--- src/rtl/fifo_wr_arbiter_pkg.sv ---
// Shared types and elaboration helpers for the FIFO write-side arbiter.
package fifo_wr_arbiter_pkg;

    // Arbiter FSM: IDLE arbitrates, GRANT forwards beats of the granted producer.
    typedef enum logic {
        ST_IDLE  = 1'b0,
        ST_GRANT = 1'b1
    } state_t;

    // Ceiling log2, used to size the grant id from the requester count.
    function automatic int clog2(input int value);
        int result;
        result = 0;
        for (int v = value - 1; v > 0; v = v >> 1) begin
            result++;
        end
        return result;
    endfunction

    // True when the parameter set is self-consistent: id width fits the
    // requester count and the beat counter can reach MAX_BURST-1.
    function automatic bit params_ok(input int nreq, input int idw,
                                     input int bw, input int max_burst);
        return (idw == clog2(nreq)) && ((1 << bw) > max_burst) &&
               (nreq >= 2) && (nreq <= 8) &&
               (max_burst >= 1) && (max_burst <= 255);
    endfunction

endpackage

--- src/rtl/fifo_wr_arbiter_if.sv ---
// Producer handshake plus FIFO write-port bundle for the write-side arbiter.
interface fifo_wr_arbiter_if #(
    parameter int WIDTH = 8,
    parameter int NREQ  = 4,
    parameter int IDW   = 2
);
    logic [NREQ-1:0]       req_valid;
    logic [NREQ-1:0]       req_last;
    logic [NREQ*WIDTH-1:0] req_data;
    logic [NREQ-1:0]       req_ready;
    logic                  wfull;
    logic                  winc;
    logic [WIDTH-1:0]      wdata;
    logic [IDW-1:0]        gnt_id;
    logic                  busy;

    // Producers and the FIFO status side.
    modport master (
        output req_valid, req_last, req_data, wfull,
        input  req_ready, winc, wdata, gnt_id, busy
    );

    // The arbiter itself.
    modport slave (
        input  req_valid, req_last, req_data, wfull,
        output req_ready, winc, wdata, gnt_id, busy
    );
endinterface

--- src/rtl/fifo_wr_arbiter_rr_pick.sv ---
// Combinational round-robin picker: first requester after last_gnt, wrapping.
module rr_pick
    import fifo_wr_arbiter_pkg::*;
#(
    parameter int NREQ = 4,
    parameter int IDW  = 2
) (
    input  logic [NREQ-1:0] req,
    input  logic [IDW-1:0]  last_gnt,
    output logic [IDW-1:0]  winner,
    output logic            any_req
);

    logic [IDW-1:0]  cand_id [NREQ];
    logic [NREQ-1:0] cand_hit;

    // Candidate gi is the requester at distance gi+1 from last_gnt, modulo NREQ.
    genvar gi;
    generate
        for (gi = 0; gi < NREQ; gi++) begin : g_cand
            logic [IDW:0] sum;
            assign sum          = {1'b0, last_gnt} + (IDW+1)'(gi + 1);
            assign cand_id[gi]  = (sum >= (IDW+1)'(NREQ)) ?
                                  IDW'(sum - (IDW+1)'(NREQ)) : sum[IDW-1:0];
            assign cand_hit[gi] = req[cand_id[gi]];
        end
    endgenerate

    // Scan from the farthest candidate down so the nearest active one wins.
    always_comb begin
        winner  = '0;
        any_req = |req;
        for (int i = NREQ - 1; i >= 0; i--) begin
            if (cand_hit[i]) begin
                winner = cand_id[i];
            end
        end
    end

endmodule

--- src/rtl/fifo_wr_arbiter.sv ---
// Round-robin arbiter sharing one FIFO write port among NREQ producers.
// A grant lasts until packet end or MAX_BURST beats; one idle cycle between grants.
module fifo_wr_arbiter
    import fifo_wr_arbiter_pkg::*;
#(
    parameter int WIDTH     = 8,
    parameter int NREQ      = 4,
    parameter int IDW       = 2,
    parameter int MAX_BURST = 4,
    parameter int BW        = 3
) (
    input  logic              wclk,
    input  logic              wrst_n,
    fifo_wr_arbiter_if.slave  bus
);

    localparam bit PARAMS_OK = params_ok(NREQ, IDW, BW, MAX_BURST);

    generate
        if (!PARAMS_OK) begin : g_param_check
            $error("fifo_wr_arbiter: inconsistent NREQ/IDW/BW/MAX_BURST");
        end
    endgenerate

    state_t          state_reg,    state_next;
    logic [IDW-1:0]  gnt_id_reg,   gnt_id_next;
    logic [BW-1:0]   beat_cnt_reg, beat_cnt_next;
    logic [IDW-1:0]  last_gnt_reg, last_gnt_next;

    logic [IDW-1:0]  pick_id;
    logic            any_req;
    logic            accept;
    logic            rel_beat;
    logic [NREQ-1:0] ready_vec;
    logic [WIDTH-1:0] data_arr [NREQ];

    rr_pick #(
        .NREQ (NREQ),
        .IDW  (IDW)
    ) u_rr_pick (
        .req      (bus.req_valid),
        .last_gnt (last_gnt_reg),
        .winner   (pick_id),
        .any_req  (any_req)
    );

    // Unpack the producer data bus and steer ready only to the granted producer.
    genvar gi;
    generate
        for (gi = 0; gi < NREQ; gi++) begin : g_req
            assign data_arr[gi]  = bus.req_data[gi*WIDTH +: WIDTH];
            assign ready_vec[gi] = accept && (gnt_id_reg == IDW'(gi));
        end
    endgenerate

    // A beat moves when the granted producer is valid and the FIFO has room;
    // the grant ends on that beat if it is the packet end or hits the cap.
    always_comb begin
        accept   = (state_reg == ST_GRANT) && bus.req_valid[gnt_id_reg] && !bus.wfull;
        rel_beat = accept && (bus.req_last[gnt_id_reg] ||
                              (beat_cnt_reg == BW'(MAX_BURST - 1)));
    end

    // Zero-latency datapath into the FIFO write port.
    assign bus.winc      = accept;
    assign bus.wdata     = (state_reg == ST_GRANT) ? data_arr[gnt_id_reg] : '0;
    assign bus.req_ready = ready_vec;
    assign bus.gnt_id    = gnt_id_reg;
    assign bus.busy      = (state_reg == ST_GRANT);

    // State register; reset abandons any partial packet immediately.
    always_ff @(posedge wclk or negedge wrst_n) begin
        if (!wrst_n) begin
            state_reg    <= ST_IDLE;
            gnt_id_reg   <= '0;
            beat_cnt_reg <= '0;
            last_gnt_reg <= IDW'(NREQ - 1);
        end else begin
            state_reg    <= state_next;
            gnt_id_reg   <= gnt_id_next;
            beat_cnt_reg <= beat_cnt_next;
            last_gnt_reg <= last_gnt_next;
        end
    end

    // Next-state: arbitrate in IDLE, count beats and release in GRANT.
    always_comb begin
        state_next    = state_reg;
        gnt_id_next   = gnt_id_reg;
        beat_cnt_next = beat_cnt_reg;
        last_gnt_next = last_gnt_reg;
        unique case (state_reg)
            ST_IDLE: begin
                if (any_req) begin
                    gnt_id_next   = pick_id;
                    beat_cnt_next = '0;
                    state_next    = ST_GRANT;
                end
            end
            ST_GRANT: begin
                if (accept) begin
                    beat_cnt_next = beat_cnt_reg + BW'(1);
                end
                if (rel_beat) begin
                    beat_cnt_next = '0;
                    last_gnt_next = gnt_id_reg;
                    state_next    = ST_IDLE;
                end
            end
            default: state_next = ST_IDLE;
        endcase
    end

endmodule

--- src/flat_wrapper.sv ---
// flat-port wrapper written by rule: the top's interface ports become plain ports
module fifo_wr_arbiter_flat import fifo_wr_arbiter_pkg::*;
#(
    parameter int WIDTH     = 8,
    parameter int NREQ      = 4,
    parameter int IDW       = 2,
    parameter int MAX_BURST = 4,
    parameter int BW        = 3
)
  (wclk, wrst_n, bus_req_valid, bus_req_last, bus_req_data, bus_wfull, bus_req_ready, bus_winc, bus_wdata, bus_gnt_id, bus_busy);
  fifo_wr_arbiter_if #(.WIDTH(WIDTH), .NREQ(NREQ), .IDW(IDW)) bus_i ();
  input  logic wclk;
  input  logic wrst_n;
  input wire logic [$bits(bus_i.req_valid)-1:0] bus_req_valid;
  input wire logic [$bits(bus_i.req_last)-1:0] bus_req_last;
  input wire logic [$bits(bus_i.req_data)-1:0] bus_req_data;
  input wire logic [$bits(bus_i.wfull)-1:0] bus_wfull;
  output wire logic [$bits(bus_i.req_ready)-1:0] bus_req_ready;
  output wire logic [$bits(bus_i.winc)-1:0] bus_winc;
  output wire logic [$bits(bus_i.wdata)-1:0] bus_wdata;
  output wire logic [$bits(bus_i.gnt_id)-1:0] bus_gnt_id;
  output wire logic [$bits(bus_i.busy)-1:0] bus_busy;
  assign bus_i.req_valid = bus_req_valid;
  assign bus_i.req_last = bus_req_last;
  assign bus_i.req_data = bus_req_data;
  assign bus_i.wfull = bus_wfull;
  assign bus_req_ready = bus_i.req_ready;
  assign bus_winc = bus_i.winc;
  assign bus_wdata = bus_i.wdata;
  assign bus_gnt_id = bus_i.gnt_id;
  assign bus_busy = bus_i.busy;
  fifo_wr_arbiter #(.WIDTH(WIDTH), .NREQ(NREQ), .IDW(IDW), .MAX_BURST(MAX_BURST), .BW(BW)) u_core (.wclk(wclk), .wrst_n(wrst_n), .bus(bus_i));
endmodule
--- config.mk ---
export PLATFORM = sky130hd
export DESIGN_NAME = fifo_wr_arbiter_flat
export DESIGN_NICKNAME = d
export VERILOG_FILES = /design/src/rtl/fifo_wr_arbiter_pkg.sv /design/src/rtl/fifo_wr_arbiter_if.sv /design/src/rtl/fifo_wr_arbiter_rr_pick.sv /design/src/rtl/fifo_wr_arbiter.sv /design/src/flat_wrapper.sv
export SDC_FILE = /design/constraint.sdc
export NUM_CORES = 1
export LEC_CHECK = 0
export CELL_PAD_IN_SITES_DETAIL_PLACEMENT = 1
export CELL_PAD_IN_SITES_GLOBAL_PLACEMENT = 2
export CORE_ASPECT_RATIO = 0.8
export CORE_MARGIN = 4
export CORE_UTILIZATION = 20
export CTS_CLUSTER_DIAMETER = 80
export DETAILED_ROUTE_END_ITERATION = 16
export PLACE_DENSITY_LB_ADDON = 0.1
export SLEW_MARGIN = 10
export SYNTH_ARGS = -nofsm -noshare
export SYNTH_HDL_FRONTEND = slang
export SYNTH_SLANG_ARGS = --single-unit
--- constraint.sdc ---
create_clock -name wclk -period 5.6 [get_ports wclk]
set_clock_uncertainty 0.15 [all_clocks]
set_input_delay 1.12 -clock wclk [delete_from_list [all_inputs] [get_ports wclk]]
set_output_delay 1.12 -clock wclk [all_outputs]
set_load 0.01 [all_outputs]
==> impl_metrics.tcl, run 1 <==
set metrics [dict create \
    status "complete, no violations" \
    worstHoldPathCells 1 \
    largest_register_ff_count 3 \
    syn_area_um2 794.5 \
    clock_latency_ps 230 \
    syn_nets 116 \
    antennaDiodeCount 0 \
    layout.filler_cells 440 \
    worst-setup-path-type "in -> out" \
    final_max_slew_viol_count 0 \
    floorplan.die.width_um 78.47 \
    synth_top_flop_cell "sky130_fd_sc_hd__dfrtp_1" \
    hold_fix_buffers_at_cts 0 \
    path_common_cell "sky130_fd_sc_hd__clkdlybuf4s50_1" \
    finalSetupTns_ps 0 \
    fin_hold_ws_ps 353.9 \
    synth.yosys.warnings 0 \
    critical_path.startpoint_type "input port" \
    placement.io_buffers 58 \
    fp.coreArea_mm2 0.003804 \
    top_usage_layer "met2" \
    global_route.overflow_total 0 \
    timing.reg2reg.worst_path_depth 5 \
    htree_num_levels 1 \
    power_density_mw_per_mm2 366.0 \
    finalWirelength_um 2898 \
    post_synth_inst_count 71 \
    clk_transition_reported_paths_ps 40 \
    hold_viol_final 0 \
    via_per_inst 4.377 \
    grt_antenna_before_repair 0 \
    syn-mean-instance-area_um2 11.19 \
    max_slew_margin_pct 48.71 \
    synth.yosys.seq_area_share_pct 25.51 \
    final_area_mm2 0.001461 \
    worstSetupEndpointType "output pin" \
    final_min_period_over_clock_period_pct 74.30 \
    drt_first_iter_violations 19 \
    layout.nets 174 \
    tritoncts_clock_tree "yes" \
    worst-r2r-setup-slack_ps 3190 \
    cts.sink_count 8 \
    max_slew.worst_pin.slew_ps 769.4 \
    fin_crit_ps 4161 \
    number_of_flip_flops_and_latches_in_the_synthesized_netlist 8 \
    cts-buffers-inserted 3 \
    power.static_leakage_nw 0.5558 \
    detail_route.drc_violations 0 \
    irDropWorstVdd_v 0.0001708 \
    grt_use_met1_pct 16.37 \
    max_cap_viol_count 0 \
    drt-wirelength-per-cell_um 15.84 \
    largest_stage_delay_on_the_critical_path_ps 500 \
    max_freq_mhz 240.3 \
    routed-via-count 801 \
    critical_path_required_ps 4330 \
    post-dp-hpwl_um 2377 \
    count_of_flip_flops_with_a_built_in_enable_after_synthesis 0 \
    dpl_cell_area_mm2 0.001416 \
    grt_pass1_wl_um 4871 \
    rows 20 \
    antenna_violating_nets_post_route 0 \
    floorplan.die_area_mm2 0.005051 \
    worst_path_arrival_time_ps 2890 \
    crit_chain "clkdlybuf4s50_1 > mux4_2 > nand2_1 > inv_1 > clkdlybuf4s50_1" \
    grtUsageMet3_pct 3.380 \
    post_cts.repair.setup_buffers 0 \
    grt_util_met2_pct 20.83 \
    detail_route.first_pass.iterations 3 \
    pin_count_of_the_biggest_net_entering_global_routing 18 \
    ys_async_sr_fraction_pct 100.0 \
    max-clock-path-buffers 2 \
    post_cts_resized 0 \
    synth_cell_type_count 31 \
    timing.critical_path.fanout_max 7 \
    synthToLayoutAreaGrowth_pct 83.94 \
    cts_root_buf "sky130_fd_sc_hd__clkbuf_8" \
    setup_viol_count_final 0 \
    hp-class "reg -> reg" \
    final_layout_size_suffix_gt1_share_pct 11.72 \
    floorplan.initialDensity_pct 20.89 \
    total_grt_usage_pct 12.47 \
    dieHeight_um 64.38 \
    unrepaired_setup_endpoints_after_global_routing "no" \
    grt_pass1_vias 851 \
    floorplan.io_pins 59 \
    placer_s_final_routability_congestion_estimate 0.7375 \
    worst_path_max_delay_cell "sky130_fd_sc_hd__clkdlybuf4s50_1" \
]
==> placed cells by master, fill, tap and decap left out, types with 2 or more instances in the layout <==
cell type,Yosys,final
sky130_fd_sc_hd__o21ai_2,3,3
sky130_fd_sc_hd__a21oi_1,2,2
sky130_fd_sc_hd__dfstp_2,2,2
sky130_fd_sc_hd__ha_1,2,2
sky130_fd_sc_hd__nor2b_1,2,2
sky130_fd_sc_hd__nand2b_1,2,2
sky130_fd_sc_hd__and2_1,8,8
sky130_fd_sc_hd__nand3_1,3,3
sky130_fd_sc_hd__mux2_1,2,2
sky130_fd_sc_hd__o21ai_0,2,2
sky130_fd_sc_hd__mux4_1,4,4
sky130_fd_sc_hd__inv_1,4,4
sky130_fd_sc_hd__clkdlybuf4s50_1,0,58
sky130_fd_sc_hd__nand2_1,5,5
sky130_fd_sc_hd__mux4_2,6,6
sky130_fd_sc_hd__dfrtp_1,6,6
sky130_fd_sc_hd__clkbuf_8,0,3
==> metrics by stage <==
stage          util, %   power, W  setup WS [ps]  std cells
2_1_floorplan        -  0.0003157           2543         71
3_3_place_gp     37.24  0.0004660           1436        179
6_report         38.42  0.0005348           1439        183
4_1_cts          38.42  0.0005476           1414        183
3_5_place_dp     37.24  0.0004709           1429        179
5_1_grt          38.42  0.0005784           1329        183
==> cell type report <==
class / instances / area (um^2) / share of cell area (%)
Clock buffer: 4 / 45.04 / 3.082
Tap cell: 55 / 68.82 / 4.709
Sequential cell: 8 / 202.7 / 13.87
Multi-Input combinational cell: 54 / 549.3 / 37.59
Timing Repair Buffer: 58 / 580.6 / 39.73
Inverter: 4 / 15.01 / 1.027
==> worst max-delay path, delay by kind of cell <==
kind	cells	cell delay, ps
multiplexers	1	500
AND/OR/NAND/NOR	1	190
buffers and inverters	3	1080
==> report_power, final <==
group,internal [W],total (W),leakage (nW),switching (W)
Sequential,0.0000842,0.000146,0.0940,0.0000622
Clock,0.0000493,0.0000715,0.0228,0.0000222
Combinational,0.000212,0.000317,0.439,0.000104
==> synth_stat cells (2+ instances only) <==
master	count	area [um^2]
sky130_fd_sc_hd__a21oi_1	2	10.01
sky130_fd_sc_hd__and2_1	8	50.05
sky130_fd_sc_hd__clkbuf_1	3	11.26
sky130_fd_sc_hd__dfrtp_1	6	150.1
sky130_fd_sc_hd__dfstp_2	2	52.55
sky130_fd_sc_hd__ha_1	2	25.02
sky130_fd_sc_hd__inv_1	4	15.01
sky130_fd_sc_hd__mux2_1	2	22.52
sky130_fd_sc_hd__mux4_1	4	105.1
sky130_fd_sc_hd__mux4_2	6	135.1
sky130_fd_sc_hd__nand2_1	5	18.77
sky130_fd_sc_hd__nand2b_1	2	12.51
sky130_fd_sc_hd__nand3_1	3	15.01
sky130_fd_sc_hd__nor2b_1	2	12.51
sky130_fd_sc_hd__o21ai_0	2	10.01
sky130_fd_sc_hd__o21ai_2	3	26.28
==> worst paths after layout <==
kind | startpoint | end
worst max-delay path | bus_req_valid[3] | bus_winc
worst min-delay path | u_core.beat_cnt_reg[0] | u_core.beat_cnt_reg[0]
min in group asynchronous | wrst_n | u_core.bus.gnt_id[0]
worst min register to register | u_core.beat_cnt_reg[0] | u_core.beat_cnt_reg[0]
max in group asynchronous | wrst_n | u_core.last_gnt_reg[1]
worst max register to register | u_core.bus.gnt_id[0] | u_core.last_gnt_reg[0]
==> logic make-up (layout without fill, tap and decap cells) <==
kind of cell	count (synthesis)	count (layout)	share of synthesized area (%)
AOI/OAI and AO/OA	11	11	9.766
adders and majority gates	2	2	3.149
buffers and inverters	9	66	5.353
DFF	8	8	25.51
muxes	13	13	34.33
and+or+nand+nor	28	28	21.89
==> per-layer routing <==
layer  vias up  share of wire [%]  wire (um)
met5         -                  0          0
met4         0                  0          0
met3         0                5.1        149
met2        27                 48       1377
met1       387                 47       1371
li1        387                  -          -
(Power assumes the default switching activity.)
==> run 2, diff against run 1 <==
Settings changed: CORE_UTILIZATION 20 to 18.
Clock period 5.6 ns to 3.99 ns, I/O delays scaled along.
==> impl_metrics.tcl, run 2 (synthesis gave the netlist of run 1 again) <==
set metrics [dict create \
    status "complete, no violations" \
    worst_path_max_delay_cell "sky130_fd_sc_hd__clkdlybuf4s50_1" \
    final_min_period_over_clock_period_pct 88.36 \
    power_density_mw_per_mm2 509.8 \
    drt-wirelength-per-cell_um 15.54 \
    timing.critical_path.fanout_max 7 \
    setup_viol_count_final 0 \
    layout.cells.most_common "sky130_fd_sc_hd__clkdlybuf4s50_1" \
    dpl.cell_count 181 \
    max_slew.worst_pin.slew_ps 769.9 \
    dieHeight_um 67.43 \
    cts.sink_count 8 \
    layout_common_cells "sky130_fd_sc_hd__clkdlybuf4s50_1, sky130_fd_sc_hd__and2_1, sky130_fd_sc_hd__mux4_2, sky130_fd_sc_hd__dfrtp_1, sky130_fd_sc_hd__nand2_1" \
    grt_pass1_wl_um 4595 \
    detail_route.first_pass.iterations 4 \
    grt_use_met1_pct 14.41 \
    finalSetupTns_ps 0 \
    grt_util_met2_pct 18.20 \
    largest_register_ff_count 3 \
    finalWirelength_um 2874 \
    total_grt_usage_pct 11.16 \
    top_usage_layer "met2" \
    max_freq_mhz 283.6 \
    critical_path.startpoint_type "input port" \
    irDropWorstVdd_v 0.0002103 \
    global_route.overflow_total 0 \
    fin_crit_ps 3526 \
    clock_latency_ps 230 \
    max_slew_margin_pct 48.67 \
    final_max_slew_viol_count 0 \
    tritoncts_clock_tree "yes" \
    floorplan.die_area_mm2 0.005548 \
    hp-class "reg -> reg" \
    post_cts.repair.setup_buffers 0 \
    detail_route.drc_violations 0 \
    layout.nets 174 \
    crit_chain "clkdlybuf4s50_1 > mux4_2 > nand2_1 > inv_1 > clkdlybuf4s50_1" \
    layout.filler_cells 482 \
    largest_stage_delay_on_the_critical_path_ps 500 \
    rows 21 \
    antennaDiodeCount 0 \
    clk_transition_reported_paths_ps 40 \
    via_per_inst 4.422 \
    synthToLayoutAreaGrowth_pct 84.25 \
    floorplan.die.width_um 82.28 \
    worstSetupEndpointType "output pin" \
    path_common_cell "sky130_fd_sc_hd__clkdlybuf4s50_1" \
    htree_num_levels 1 \
    unrepaired_setup_endpoints_after_global_routing "no" \
    share_seq_of_total_power_pct 27.4 \
    critical_path_required_ps 3040 \
    hold_fix_buffers_at_cts 0 \
    worst_path_arrival_time_ps 2580 \
    dpl_cell_area_mm2 0.001419 \
    grtUsageMet3_pct 3.467 \
    drt_first_iter_violations 23 \
    max_cap_viol_count 0 \
    cell_internal_pwr_w 0.0004850 \
    worst-setup-path-type "in -> out" \
    pin_count_of_the_biggest_net_entering_global_routing 18 \
    post-dp-hpwl_um 2376 \
    routed-via-count 818 \
    final_layout_size_suffix_gt1_share_pct 11.72 \
    cts-buffers-inserted 3 \
    antenna_violating_nets_post_route 0 \
    floorplan.initialDensity_pct 18.78 \
    power.static_leakage_nw 0.5558 \
    floorplan.io_pins 59 \
    grt_pass1_vias 855 \
    final_area_mm2 0.001464 \
    instances_no_fill 185 \
    cts_root_buf "sky130_fd_sc_hd__clkbuf_8" \
    grt_antenna_before_repair 0 \
    switching_share_pct 35.02 \
    placer_s_final_routability_congestion_estimate 0.7445 \
    net-switching-power_w 0.0002614 \
    post_cts_resized 0 \
    share_clk_of_total_power_pct 13.5 \
    hold_viol_final 0 \
    comb_power_share_pct 59.2 \
    fp.coreArea_mm2 0.004230 \
    placement.io_buffers 58 \
    max-clock-path-buffers 2 \
]
==> run 2: power by group through the flow <==
stage / Combinational (W) / Sequential [W] / Clock [W]
final: 0.000442 / 0.000204 / 0.000100
after global routing: 0.000482 / 0.000220 / 0.000111
after CTS: 0.000450 / 0.000209 / 0.000103
after detailed placement: 0.000448 / 0.000212 / 0
after global placement: 0.000446 / 0.000211 / 0
after floorplan: 0.000297 / 0.000146 / 0
==> run 2: worst max-delay path: cells and delay by family <==
kind / cells / cell delay [ps]
muxes: 1 / 500
buffers and inverters: 3 / 1080
and+or+nand+nor: 1 / 190
==> run 2: final timing paths <==
kind	start	to	slack (ps)	cells after the start
max in group asynchronous	wrst_n	u_core.last_gnt_reg[1]	2680	1
setup reg to reg	u_core.bus.gnt_id[0]	u_core.last_gnt_reg[0]	1580	5
hold reg to reg	u_core.beat_cnt_reg[0]	u_core.beat_cnt_reg[0]	350	1
hold / removal	u_core.beat_cnt_reg[0]	u_core.beat_cnt_reg[0]	350	1
min in group asynchronous	wrst_n	u_core.bus.gnt_id[1]	700	1
setup / recovery	bus_req_valid[3]	bus_winc	460	5
==> run 2: cell type report <==
class | count | area [um^2] | area share, %
clock buffers | 4 | 45.04 | 3.077
multi-input cells | 54 | 549.3 | 37.52
repair buffers | 58 | 580.6 | 39.66
well taps | 57 | 71.32 | 4.872
inverters | 4 | 15.01 | 1.026
flip-flops and latches | 8 | 202.7 | 13.85
==> run 2: routing by layer <==
metal	vias up	share of wire, %
met4	0	0.66
met1	399	46
met3	2	8.6
met5	-	0
met2	30	45
li1	387	-
==> run 2: per-stage QoR <==
stage	total power [W]	util [%]	worst slack (ps)	hold WS [ps]
2_1_floorplan	0.0004431	-	1577	310.8
3_3_place_gp	0.0006576	33.54	468.0	332.3
3_5_place_dp	0.0006601	33.54	470.0	344.8
4_1_cts	0.0007631	34.61	457.2	353.8
5_1_grt	0.0008127	34.61	386.3	366.8
6_report	0.0007463	34.61	464.3	350.0
==> run 3, diff against run 2 <==
Settings changed: CAP_MARGIN set to 20, GPL_TIMING_DRIVEN set to 0.
==> impl_metrics.tcl, run 3 (synthesis gave the netlist of run 1 again) <==
set metrics [dict create \
    max-clock-path-buffers 2 \
    final_max_slew_viol_count 0 \
    share_clk_of_total_power_pct 12.7 \
    fin_crit_ps 3524 \
    layout.cells.most_common "sky130_fd_sc_hd__clkdlybuf4s50_1" \
    placement.io_buffers 58 \
    clock_latency_ps 220 \
    grt_pass1_vias 941 \
    clk_transition_reported_paths_ps 40 \
    grt_pass1_wl_um 4961 \
    htree_num_levels 1 \
    irDropWorstVdd_v 0.0001633 \
    floorplan.die.width_um 82.28 \
    critical_path.startpoint_type "input port" \
    final_min_period_over_clock_period_pct 88.32 \
    cell_internal_pwr_w 0.0004981 \
    max_slew_margin_pct 68.34 \
    top_usage_layer "met2" \
    status "complete, no violations" \
    grtUsageMet3_pct 2.133 \
    grt_util_met2_pct 22.80 \
    cts_root_buf "sky130_fd_sc_hd__clkbuf_8" \
    placer_s_final_routability_congestion_estimate 0.7284 \
    floorplan.io_pins 59 \
    dieHeight_um 67.43 \
    share_seq_of_total_power_pct 18.9 \
    fin_util_pct 35.17 \
    drt_first_iter_violations 18 \
    comb_power_share_pct 68.3 \
    pin_count_of_the_biggest_net_entering_global_routing 11 \
    synthToLayoutAreaGrowth_pct 87.24 \
    global_route.overflow_total 0 \
    antenna_violating_nets_post_route 0 \
    unrepaired_setup_endpoints_after_global_routing "no" \
    total_grt_usage_pct 12.02 \
    max_slew.worst_pin.slew_ps 474.9 \
    floorplan.die_area_mm2 0.005548 \
    cts-buffers-inserted 3 \
    antennaDiodeCount 0 \
    final_area_mm2 0.001488 \
    detail_route.drc_violations 0 \
    dpl.cell_count 186 \
    tritoncts_clock_tree "yes" \
    layout.filler_cells 470 \
    grt_antenna_before_repair 0 \
    hold_viol_final 0 \
    detail_route.first_pass.iterations 2 \
    instances_no_fill 189 \
    largest_register_ff_count 3 \
    fp.coreArea_mm2 0.004230 \
    dpl_cell_area_mm2 0.001446 \
    drt-wirelength-per-cell_um 16.33 \
    rows 21 \
    max_cap_viol_count 0 \
    layout.nets 179 \
    routed-via-count 831 \
    hold_fix_buffers_at_cts 0 \
    power.static_leakage_nw 0.5674 \
    worst-setup-path-type "in -> out" \
    timing.critical_path.fanout_max 7 \
    via_per_inst 4.397 \
    finalWirelength_um 3086 \
    cts.sink_count 8 \
    switching_share_pct 35.12 \
    layout_common_cells "sky130_fd_sc_hd__clkdlybuf4s50_1, sky130_fd_sc_hd__and2_1, sky130_fd_sc_hd__mux4_2, sky130_fd_sc_hd__dfrtp_1, sky130_fd_sc_hd__nand2_1" \
    post_cts_resized 0 \
    power_density_mw_per_mm2 516.1 \
    grt_use_met1_pct 13.73 \
    finalSetupTns_ps 0 \
    post-dp-hpwl_um 2602 \
    net-switching-power_w 0.0002696 \
    floorplan.initialDensity_pct 18.78 \
    post_cts.repair.setup_buffers 0 \
    worstSetupEndpointType "output pin" \
    worst_path_arrival_time_ps 2580 \
    hp-class "reg -> reg" \
    critical_path_required_ps 3040 \
    setup_viol_count_final 0 \
    max_freq_mhz 283.8 \
    final_layout_size_suffix_gt1_share_pct 12.88 \
]
run 3: changes by cell type in the layout (fill, tap and decap cells not counted):
cell	previous run	this run
sky130_fd_sc_hd__buf_2	0	1
sky130_fd_sc_hd__clkbuf_1	1	3
sky130_fd_sc_hd__buf_6	0	1
run 3: final cells by class:
type                            instances  area, um^2  share of cell area, %
Clock buffer                            3       41.29                  2.775
Sequential cell                         8       202.7                  13.62
Inverter                                4       15.01                  1.009
Buffer                                  5       27.53                  1.850
Multi-Input combinational cell         54       549.3                  36.92
Tap cell                               57       71.32                  4.794
Timing Repair Buffer                   58       580.6                  39.02
run 3: power by group through the flow:
stage               sequential, W  combinational, W  clock (W)
floorplan                0.000146          0.000297          0
global placement         0.000146          0.000532          0
detailed placement       0.000147          0.000540          0
CTS                      0.000146          0.000542  0.0000995
global route             0.000151          0.000581   0.000106
finish                   0.000145          0.000525  0.0000976
run 3: metal layers:
metal  part of all wire (%)  wire length [um]
met1                     42              1282
met2                     51              1582
met3                    6.8               211
met4                   0.29                 9
met5                      0                 0
run 3: path summary, 6_finish.rpt:
path	from	to	slack [ps]	cells past startpoint
worst max-delay path	bus_req_valid[3]	bus_winc	470	5
worst min-delay path	u_core.beat_cnt_reg[0]	u_core.beat_cnt_reg[0]	340	1
worst max register to register	u_core.bus.gnt_id[1]	u_core.last_gnt_reg[0]	1950	6
worst min register to register	u_core.beat_cnt_reg[0]	u_core.beat_cnt_reg[0]	340	1
max in group asynchronous	wrst_n	u_core.last_gnt_reg[1]	2670	1
min in group asynchronous	wrst_n	u_core.bus.gnt_id[1]	710	1
run 3: worst max-delay path: stages:
cell and delay (ps):
sky130_fd_sc_hd__clkdlybuf4s50_1 520, sky130_fd_sc_hd__mux4_2 500, sky130_fd_sc_hd__nand2_1 190, sky130_fd_sc_hd__inv_1 80, sky130_fd_sc_hd__clkdlybuf4s50_1 490
run 3: stage by stage:
step | hold slack, ps | setup WS (ps) | power (W)
CTS | 343.0 | 446.0 | 0.0007871
floorplan | 310.8 | 1577 | 0.0004431
detailed placement | 336.8 | 459.7 | 0.0006873
global placement | 327.8 | 464.1 | 0.0006775
global route | 367.4 | 386.2 | 0.0008374
finish | 339.5 | 466.0 | 0.0007677
